$ cat src/rtl/router_pkg.sv
// Shared widths, header-length field position and stored-word layout for the router.
package router_pkg;

  localparam int unsigned ROUTER_DWIDTH = 8;
  localparam int unsigned FIFO_DEPTH    = 16;
  localparam int unsigned FIFO_AWIDTH   = 4;
  localparam int unsigned HDR_LEN_MSB   = 7;
  localparam int unsigned HDR_LEN_LSB   = 2;

  typedef struct packed {
    logic                     hdr;
    logic [ROUTER_DWIDTH-1:0] data;
  } fifo_word_t;

endpackage

$ cat src/rtl/router_fifo_mem.sv
// Register array with one write port and one registered read port.
// Also exposes the header flag and length field of the word at the read address.
module router_fifo_mem
  import router_pkg::*;
#(
  parameter int unsigned DEPTH  = FIFO_DEPTH,
  parameter int unsigned DWIDTH = ROUTER_DWIDTH,
  parameter int unsigned AWIDTH = FIFO_AWIDTH
) (
  input  logic                                clk,
  input  logic                                rst,
  input  logic                                i_clr,
  input  logic                                i_we,
  input  logic [AWIDTH-1:0]                   i_waddr,
  input  logic [DWIDTH:0]                     i_wdata,
  input  logic                                i_re,
  input  logic                                i_zero,
  input  logic [AWIDTH-1:0]                   i_raddr,
  output logic                                o_peek_hdr,
  output logic [HDR_LEN_MSB-HDR_LEN_LSB:0]    o_peek_len,
  output logic [DWIDTH-1:0]                   o_rdata
);

  logic [DWIDTH:0]   r_mem [DEPTH];
  logic [DWIDTH-1:0] r_rdata;
  logic [DWIDTH:0]   w_peek;

  assign w_peek     = r_mem[i_raddr];
  assign o_peek_hdr = w_peek[DWIDTH];
  assign o_peek_len = w_peek[HDR_LEN_MSB:HDR_LEN_LSB];
  assign o_rdata    = r_rdata;

  always_ff @(posedge clk) begin
    if (i_we) begin
      r_mem[i_waddr] <= i_wdata;
    end
  end

  // i_zero clears the output between packets once the length count has run out.
  always_ff @(posedge clk or posedge rst) begin
    if (rst) begin
      r_rdata <= '0;
    end else if (i_clr) begin
      r_rdata <= '0;
    end else if (i_re) begin
      r_rdata <= w_peek[DWIDTH-1:0];
    end else if (i_zero) begin
      r_rdata <= '0;
    end
  end

endmodule

$ cat src/rtl/router_fifo.sv
// Per-destination output FIFO of the 1x3 router: tags stored bytes with a header
// flag and tracks remaining packet length on the read side.
module router_fifo
  import router_pkg::*;
#(
  parameter int unsigned DEPTH  = FIFO_DEPTH,
  parameter int unsigned DWIDTH = ROUTER_DWIDTH,
  parameter int unsigned AWIDTH = FIFO_AWIDTH
) (
  input  logic              clock,
  input  logic              reset,
  input  logic              soft_reset,
  input  logic              write_enb,
  input  logic              read_enb,
  input  logic              lfd_state,
  input  logic [DWIDTH-1:0] data_in,
  output logic              full,
  output logic              empty,
  output logic [DWIDTH-1:0] data_out
);

  localparam int unsigned LENW = HDR_LEN_MSB - HDR_LEN_LSB + 1;

  logic [AWIDTH:0]   r_wr_ptr;
  logic [AWIDTH:0]   r_rd_ptr;
  logic [6:0]        r_count;
  logic              r_lfd_q;

  logic              w_full;
  logic              w_empty;
  logic              w_wr;
  logic              w_rd;
  logic              w_zero;
  logic              w_peek_hdr;
  logic [LENW-1:0]   w_peek_len;
  logic [AWIDTH:0]   w_ptr_one;

  assign w_ptr_one = {{AWIDTH{1'b0}}, 1'b1};
  assign w_empty   = (r_wr_ptr == r_rd_ptr);
  assign w_full    = (r_wr_ptr[AWIDTH] != r_rd_ptr[AWIDTH]) &&
                     (r_wr_ptr[AWIDTH-1:0] == r_rd_ptr[AWIDTH-1:0]);
  assign w_wr      = write_enb && !w_full;
  assign w_rd      = read_enb && !w_empty;
  assign w_zero    = !w_rd && (r_count == '0);

  assign full  = w_full;
  assign empty = w_empty;

  router_fifo_mem #(
    .DEPTH  (DEPTH),
    .DWIDTH (DWIDTH),
    .AWIDTH (AWIDTH)
  ) u_mem (
    .clk        (clock),
    .rst        (reset),
    .i_clr      (soft_reset),
    .i_we       (w_wr && !soft_reset),
    .i_waddr    (r_wr_ptr[AWIDTH-1:0]),
    .i_wdata    ({r_lfd_q, data_in}),
    .i_re       (w_rd),
    .i_zero     (w_zero),
    .i_raddr    (r_rd_ptr[AWIDTH-1:0]),
    .o_peek_hdr (w_peek_hdr),
    .o_peek_len (w_peek_len),
    .o_rdata    (data_out)
  );

  // Header reaches data_in one cycle after lfd_state, so the stored flag is the delayed copy.
  always_ff @(posedge clock or posedge reset) begin
    if (reset) begin
      r_wr_ptr <= '0;
      r_rd_ptr <= '0;
      r_count  <= '0;
      r_lfd_q  <= 1'b0;
    end else if (soft_reset) begin
      r_wr_ptr <= '0;
      r_rd_ptr <= '0;
      r_count  <= '0;
      r_lfd_q  <= 1'b0;
    end else begin
      r_lfd_q <= lfd_state;
      if (w_wr) begin
        r_wr_ptr <= r_wr_ptr + w_ptr_one;
      end
      if (w_rd) begin
        r_rd_ptr <= r_rd_ptr + w_ptr_one;
        if (w_peek_hdr) begin
          r_count <= 7'({1'b0, w_peek_len}) + 7'd1;
        end else if (r_count != '0) begin
          r_count <= r_count - 7'd1;
        end
      end
    end
  end

endmodule

$ cat config.mk
export PLATFORM = sky130hd
export DESIGN_NAME = router_fifo
export DESIGN_NICKNAME = d
export VERILOG_FILES = /design/src/rtl/router_pkg.sv /design/src/rtl/router_fifo_mem.sv /design/src/rtl/router_fifo.sv
export SDC_FILE = /design/constraint.sdc
export NUM_CORES = 1
export LEC_CHECK = 0
export ABC_CLOCK_PERIOD_IN_PS = 3400
export CAP_MARGIN = 0
export CORE_MARGIN = 2
export CORE_UTILIZATION = 54
export CTS_CLUSTER_SIZE = 14
export DETAILED_ROUTE_END_ITERATION = 12
export HOLD_SLACK_MARGIN = 0.1
export PLACE_DENSITY = 0.72
export SYNTH_ARGS = -nofsm -noshare
export SYNTH_HDL_FRONTEND = slang
export SYNTH_SLANG_ARGS = --single-unit
$ cat constraint.sdc
create_clock -name clock -period 3.4 [get_ports clock]
set_input_delay 0.68 -clock clock [delete_from_list [all_inputs] [get_ports clock]]
set_output_delay 0.68 -clock clock [all_outputs]
set_load 0.005 [all_outputs]
Word-level counts from Yosys, hierarchy flattened

Memory sizes are Yosys's and may differ from the RTL's.
Index checks and enable logic that the tools add are counted.

Bits in registers: 26
RAM bits: 144
Memories: 1

Add/subtract/negate cells: 4
Equality and inequality tests: 3
Mux-type cells: 14
Reductions and logical operators: 16

Memories:

| memory      | depth | width | rd ports | clocked after Yosys merged registers in | write ports | line                  | text |
|---|---|---|---|---|---|---|---|
| u_mem.r_mem | 16    | 9     | 1        | 0                                       | 1           | router_fifo_mem.sv:24 | `logic [DWIDTH:0] r_mem [DEPTH];` |

Operators by type and width:

| kind                  | number |
|---|---|
| $mux W7               | 4 |
| $mux W8               | 3 |
| $mux W5               | 4 |
| $add A5 B1 Y5 const B | 2 |
| $add A6 B1 Y7 const B | 1 |
| $logic_not A7 Y1      | 1 |
| $reduce_bool A7 Y1    | 1 |
| $sub A7 B1 Y7 const B | 1 |
| $reduce_bool A3 Y1    | 2 |
| $eq A5 B5 Y1          | 1 |
| $logic_and A1 B1 Y1   | 5 |
| $eq A4 B4 Y1          | 1 |
| $logic_not A1 Y1      | 4 |
| $reduce_bool A2 Y1    | 2 |
| $mux W1               | 3 |
| $reduce_and A2 Y1     | 1 |
| $ne A1 B1 Y1          | 1 |

Logic depth before layout (Yosys ltp)

Gate-level depths: netlist of run 1.

Word-level depth: 8
Depth in mapped cells: 10
Gate-level depth less buffers: 8

By module

Synthesis of run 1 repeated with hierarchy kept, for this count alone.

Cells, all modules: 440
Area total of the unflattened synthesis: 7216.9 µm²

Modules (own cells, without submodules):

| module          | instances | cells each | area an instance (µm²) | sequential area each (µm²) |
|---|---|---|---|---|
| router_fifo_mem | 1         | 308        | 6032.0                 | 4524.3 |
| router_fifo     | 1         | 132        | 1184.9                 | 450.4 |

Least setup slack after synthesis of run 1

OpenSTA, ideal clock, no wires.

Path type: reg-to-reg
Start point: reg r_rd_ptr[0]
End point: mem u_mem.r_mem[10][0] in the netlist's numbering (enable)
Arrival time: 2441 ps
Required time: 2997 ps
Setup slack: 556 ps
Cell stages (with the launch flop): 8
Buffers on the path: 3
Cells stage by stage: dfrtp_1 -> buf_6 -> buf_12 -> buf_4 -> xnor2_1 -> nand4_1 -> o21ai_1 -> nor4b_1

Cells in the longest elaborated chain, start to end: 7

Ends and longest elaborated chain:

| item                          | line                  | text |
|---|---|---|
| start: declaration            | router_fifo.sv:25     | `logic [AWIDTH:0] r_rd_ptr;` |
| start signal: assignment      | router_fifo.sv:86     | `r_rd_ptr <= r_rd_ptr + w_ptr_one;` |
| $eq A4 B4 Y1                  | router_fifo.sv:41     | `(r_wr_ptr[AWIDTH-1:0] == r_rd_ptr[AWIDTH-1:0]);` |
| $logic_and A1 B1 Y1           | router_fifo.sv:40     | `assign w_full = (r_wr_ptr[AWIDTH] != r_rd_ptr[AWIDTH]) &&` |
| $logic_not A1 Y1              | router_fifo.sv:42     | `assign w_wr = write_enb && !w_full;` |
| $logic_and A1 B1 Y1           | router_fifo.sv:42     |  |
| $logic_and A1 B1 Y1           | router_fifo.sv:57     | `.i_we (w_wr && !soft_reset),` |
| $mux W1                       | router_fifo_mem.sv:34 | `if (i_we) begin` |
| $mux W1 (not written as such) | router_fifo_mem.sv:35 | `r_mem[i_waddr] <= i_wdata;` |
| end: declaration              | router_fifo_mem.sv:24 |  |

Every way passes these cells.

Worst setup path in the final report of run 1

Start point: reg r_rd_ptr[1]
End point: out full

Cells in the longest elaborated chain, start to end: 2

Ends and longest elaborated chain:

| item                | line              | text |
|---|---|---|
| $eq A4 B4 Y1        | router_fifo.sv:41 |  |
| $logic_and A1 B1 Y1 | router_fifo.sv:40 |  |
| end: declaration    | router_fifo.sv:17 | `output logic full,` |

Every way passes these cells.

==> results.toml, run 1 <==
[floorplanning]
coreArea_mm2 = 0.0131
fp.dieArea_mm2 = 0.0142
rows = 42
fp.dieH_um = 119
die_w_um = 119
pin_count = 24
start_util = 0.547

[yosys]
synth_top_family_by_area = "multiplexers"
synth-simple-area-share = 0.0762
synth_top_cells_by_count = "edfxtp_1, mux4_2, dfrtp_1"
yosys.area_share.xor_xnor = 0.0232
synth_top_area_share = 0.604
netlist_area_mm2 = 0.00716
synth.avg_cell_area_um2 = 17.5
syn_inst = 410
synth_compound_area_frac = 0.0316
ys_seq_area_frac = 0.695
ys_ff_latch = 170
syn_nets = 431
synth.area.mux_share = 0.136
netlist_top_cells_area = "edfxtp_1, mux4_2, dfrtp_1"
yosysWarnings = 0
synth.most_common_cell = "edfxtp_1"
yosysTopAreaCell = "edfxtp_1"
synth.distinct_cells = 45
synth_fa_ha_area_frac = 0.0122
synth-edff-count = 144
async_reset_ff_frac = 0.153
ys.flop_type = "edfxtp_1"

[finish]
synthToLayoutAreaGrowth_pct = 16.0
n_fill_cell = 917
drive_gt1_frac = 0.225
finalNonFillerCells = 643
num_antenna_cells = 0
final_nets = 475

[clock_network]
clk_latency_ns = 0.43
cts_tree = "built"
postCtsSetupBuffers = 0
holdBufCountCts = 0
cts.clk_slew.worst_paths_ns = 0.06
cts_sinks = 170
root_buffer = "clkbuf_16"
cts_made_buffers = 17
cts-htree-levels = 4
cts_resized = 0
clockBufferDepth = 2

[global_route]
antenna_found_initial = 0
track_usage = 0.226
grt_max_degree = 32
grt_pass1_wl_um = 23200
grt_pass1_vias = 3898
gr-total-overflow = 0

[worst_hold_path]
min_path_cells = 2
hp-start = "u_mem.o_rdata[6]$_DFFE_PP0P_"
hold_path_class = "reg -> reg"

[placed_design]
placed_cells = 611
pre_cts_slack_ns = 0.497
hpwl_um = 9230
portBuffers = 23
place_congestion = 0.840

[route]
avgViaCountPerCell = 6.09
drc_errors = 0
vias = 3917
drt-initial-drc-count = 360
firstDrtPassIters = 5
drt_wl_total_um = 14800
post_drt_wl_per_cell_um = 23.0
ant_nets = 0

[timing]
max_freq_mhz = 316
fin_crit_sh = 0.930
maxSlewHeadroom = 0.400
tightest_slew_ns = 0.900
whs_ns = 0.535
finClkSkew_ns = 0.00983
fin_crit_ns = 3.16
setup_viol = 0
rsz0062_at_grt = "false"
setup_ws_ns = 0.238
setup_tns_ns = 0
hold_violations = 0
slew_violations = 0

[setup_path]
end_kind = "output pin"
arrival_ns = 2.48
rr_worst_depth = 6
start_kind = "flip-flop"
cp.required_ns = 2.72
crit_fanout = 31
worstSetupPathType = "reg -> out"
rr_startpoint = "r_rd_ptr[1]$_DFFE_PP0P_"
cp-startpoint = "r_rd_ptr[1]$_DFFE_PP0P_"

[power_and_ir_drop]
p_leak_nw = 2.74
power_density_mw_per_mm2 = 628
ir_worst_vdd_v = 0.000387

[job]
max-cap-violations = 0

[outcome]
status = "finished clean"
cells by family (layout without fill, tap and decap cells):
kind of cell | count (synthesis) | after routing
adders and majority gates | 7 | 7
and+or+nand+nor | 104 | 104
DFF | 170 | 170
AOI/OAI and AO/OA | 37 | 37
xor gates and xnor gates | 19 | 19
muxes | 46 | 46
buffers and inverters | 27 | 84
layer usage:
layer | vias up | part of all wire | GRT usage
met4 | 0 | 0.016 | 0.0699
met3 | 21 | 0.054 | 0.0512
met2 | 141 | 0.49 | 0.353
met5 | - | 0 | 0
li1 | 1713 | - | -
met1 | 2042 | 0.44 | 0.322
registers in the layout, summed over array words and instances, names as in the netlist:
register       cells
u_mem.r_mem      144
u_mem.o_rdata      8
r_count            7
r_rd_ptr           5
r_wr_ptr           5
r_lfd_q            1
worst paths after layout:
kind	to	slack, ns
max	full	0.24
max reg2reg	r_count[3]$_DFFE_PP0P_	0.49
min	u_mem.o_rdata[6]$_DFFE_PP0P_	0.53
max in group asynchronous	r_rd_ptr[1]$_DFFE_PP0P_	2.49
min in group asynchronous	u_mem.o_rdata[7]$_DFFE_PP0P_	0.62
min reg2reg	u_mem.o_rdata[6]$_DFFE_PP0P_	0.53
cells in the final DEF, fill, tap and decap left out, types with 4 or more instances in the layout:
master	count
edfxtp_1	144
mux4_2	37
nand2_1	24
buf_4	24
dfrtp_1	24
nor2_1	23
clkdlybuf4s50_1	23
nand3_1	17
clkbuf_16	17
a21oi_1	15
xor2_1	11
xnor2_1	8
ha_1	7
a22oi_1	6
nand4_1	6
o21ai_0	6
nand2b_1	5
inv_1	5
mux2i_1	5
bufinv_16	5
clkinv_2	5
nor3_1	4
nor4b_2	4
nor4_2	4
stage by stage:
step	utilization	area, um^2	power [mW]
final	0.635	8310	5.21
after floorplan	-	7160	3.00
after global routing	0.635	8310	5.41
after CTS	0.635	8310	5.25
after detailed placement	0.587	7680	3.19
after global placement	0.587	7680	3.16
layout make-up:
| cell class | count | area, um^2 | area share |
|---|---|---|---|
| well taps | 176 | 220 | 0.0265 |
| clock buffers | 18 | 429 | 0.0517 |
| flip-flops and latches | 170 | 4980 | 0.599 |
| repair buffers | 47 | 410 | 0.0494 |
| multi-input cells | 213 | 2050 | 0.247 |
| clock inverters | 14 | 200 | 0.0241 |
| inverters | 5 | 18.8 | 0.00226 |
where the power goes:
part           internal, mW  switching (mW)  total (mW)
clock network          1.29           0.764        2.06
registers              2.31          0.0972        2.41
logic                 0.344           0.401       0.745
total                  3.95            1.26        5.21
critical path: stages, from the launching register on:
cell and delay [ns]:
dfrtp_2 0.95, xnor2_1 0.19, nand4_1 0.25, nor2_1 0.15, clkdlybuf4s50_1 0.52
No activity file was read; power rests on OpenSTA's default activity.
==> run 2: changes to the inputs <==
ABC_CLOCK_PERIOD_IN_PS = 3150   (was 3400)
PLACE_DENSITY = 0.73   (was 0.72)
clock period = 3.15 ns   (was 3.4 ns; I/O delays follow)
==> results.toml, run 2 (synthesis results as in run 1) <==
[outcome]
status = "finished clean"

[floorplanning]
start_util = 0.547
fp.dieH_um = 119
pin_count = 24
rows = 42
die_w_um = 119
coreArea_mm2 = 0.0131
fp.dieArea_mm2 = 0.0142

[worst_hold_path]
min_path_cells = 2
hold_path_end = "u_mem.o_rdata[5]$_DFFE_PP0P_"
hp-start = "u_mem.o_rdata[5]$_DFFE_PP0P_"
hold_path_class = "reg -> reg"

[placed_design]
pre_cts_slack_ns = 0.478
hpwl_um = 9390
place_congestion = 0.816
portBuffers = 23

[route]
wl_met1_um = 6430
drc_errors = 0
drt_wl_total_um = 14900
drt-initial-drc-count = 324
post_drt_wl_per_cell_um = 23.0
wl_met3_um = 759
ant_nets = 0
avgViaCountPerCell = 6.17
met2_length_um = 7350
vias = 3989
firstDrtPassIters = 5
dr.max_layer_used = "met4"

[timing]
setup_ws_ns = 0.202
fin_crit_ns = 2.95
maxSlewHeadroom = 0.315
max_freq_mhz = 339
setup_viol = 0
finClkSkew_ns = 0.00610
slew_violations = 0
tightest_slew_ns = 1.03
hold_violations = 0
whs_ns = 0.538
setup_tns_ns = 0
fin_crit_sh = 0.936
rsz0062_at_grt = "false"

[setup_path]
rr_startpoint = "r_rd_ptr[0]$_DFFE_PP0P_"
cp.required_ns = 2.52
crit_buf_inv = 2
worstSetupPathType = "reg -> out"
crit_chain = "buf_4 > xnor2_1 > nand4_1 > nor2_1 > clkdlybuf4s50_1"
arrival_ns = 2.32
start_kind = "flip-flop"
cpLargestDelayFamily = "buffers and inverters"
critPathSlowestCell = "dfrtp_4"
r2r-end = "r_count[6]$_DFFE_PP0P_"
crit_fanout = 12
end_kind = "output pin"
reg2reg_slack_ns = 0.47
rr_worst_depth = 8
critical-path-max-stage-delay_ns = 0.57

[clock_network]
cts_resized = 0
postCtsSetupBuffers = 0
cts-htree-levels = 4
cts_sinks = 170
cts_tree = "built"
cts_made_buffers = 17
clk_latency_ns = 0.43
clockBufferDepth = 2
cts.clk_slew.worst_paths_ns = 0.06
holdBufCountCts = 0
root_buffer = "clkbuf_16"

[finish]
final_common_cell = "edfxtp_1"
final_core_util = 0.637
synthToLayoutAreaGrowth_pct = 16.5
layout_common_cells = "edfxtp_1, mux4_2, buf_4"
largest_reg_flops = 144
largest-register = "u_mem.r_mem"
final_nets = 482
num_antenna_cells = 0
n_fill_cell = 889
drive_gt1_frac = 0.231

[power_and_ir_drop]
power_density_mw_per_mm2 = 671
ir_worst_vdd_v = 0.000472
p_leak_nw = 2.76

[job]
max-cap-violations = 0

[global_route]
antenna_found_initial = 0
grt_pass1_vias = 4121
grt_pass1_wl_um = 23700
grt_max_degree = 28
gr-total-overflow = 0
track_usage = 0.231
## run 2: final cells by class
cell class              instances  area [um^2]  share of cell area
multi-input cells             213         2050               0.246
well taps                     176          220              0.0264
clock buffers                  19          433              0.0519
inverters                       5         18.8             0.00225
repair buffers                 54          463              0.0555
clock inverters                10          176              0.0212
flip-flops and latches        170         4980               0.597
## run 2: metrics by stage
stage,instance area (um^2),power (mW),std cells
6_report,8340,5.60,647
4_1_cts,8340,5.63,647
3_5_place_dp,7730,3.45,618
2_1_floorplan,7160,3.23,410
5_1_grt,8340,5.82,647
3_3_place_gp,7730,3.42,618
## run 2: metal layers
layer | vias to the layer above | GRT usage
met5 | - | 0
met2 | 143 | 0.364
li1 | 1725 | -
met1 | 2098 | 0.319
met4 | 0 | 0.0915
met3 | 23 | 0.0512
## run 2: how the worst max path moves through the flow
stage	from	to	slack, ns	cells after the start
4_1_cts	r_rd_ptr[1]$_DFFE_PP0P_	empty	0.16	5
5_1_grt	r_rd_ptr[1]$_DFFE_PP0P_	empty	0.02	5
3_3_place_gp	r_rd_ptr[0]$_DFFE_PP0P_	r_count[6]$_DFFE_PP0P_	0.52	8
3_5_place_dp	r_rd_ptr[0]$_DFFE_PP0P_	r_count[6]$_DFFE_PP0P_	0.48	8
6_report	r_rd_ptr[1]$_DFFE_PP0P_	empty	0.20	5
2_1_floorplan	r_rd_ptr[0]$_DFFE_PP0P_	u_mem.r_mem[10][0]$_DFFE_PP_	0.31	7
## run 2: worst reg2reg max path, cell delays in order (launching register included)
cell     delay (ns)
dfrtp_2        0.69
buf_4          0.32
and2b_1        0.20
a22oi_1        0.08
nand3_1        0.30
ha_1           0.27
nand3_1        0.11
or4_1          0.49
a21oi_1        0.15
## run 2: power breakdown
group          switching [mW]  internal, mW  leakage, nW
clock                   0.807          1.38        0.296
combinational           0.450         0.378        0.811
sequential             0.0786          2.50         1.65
total                    1.34          4.26         2.76
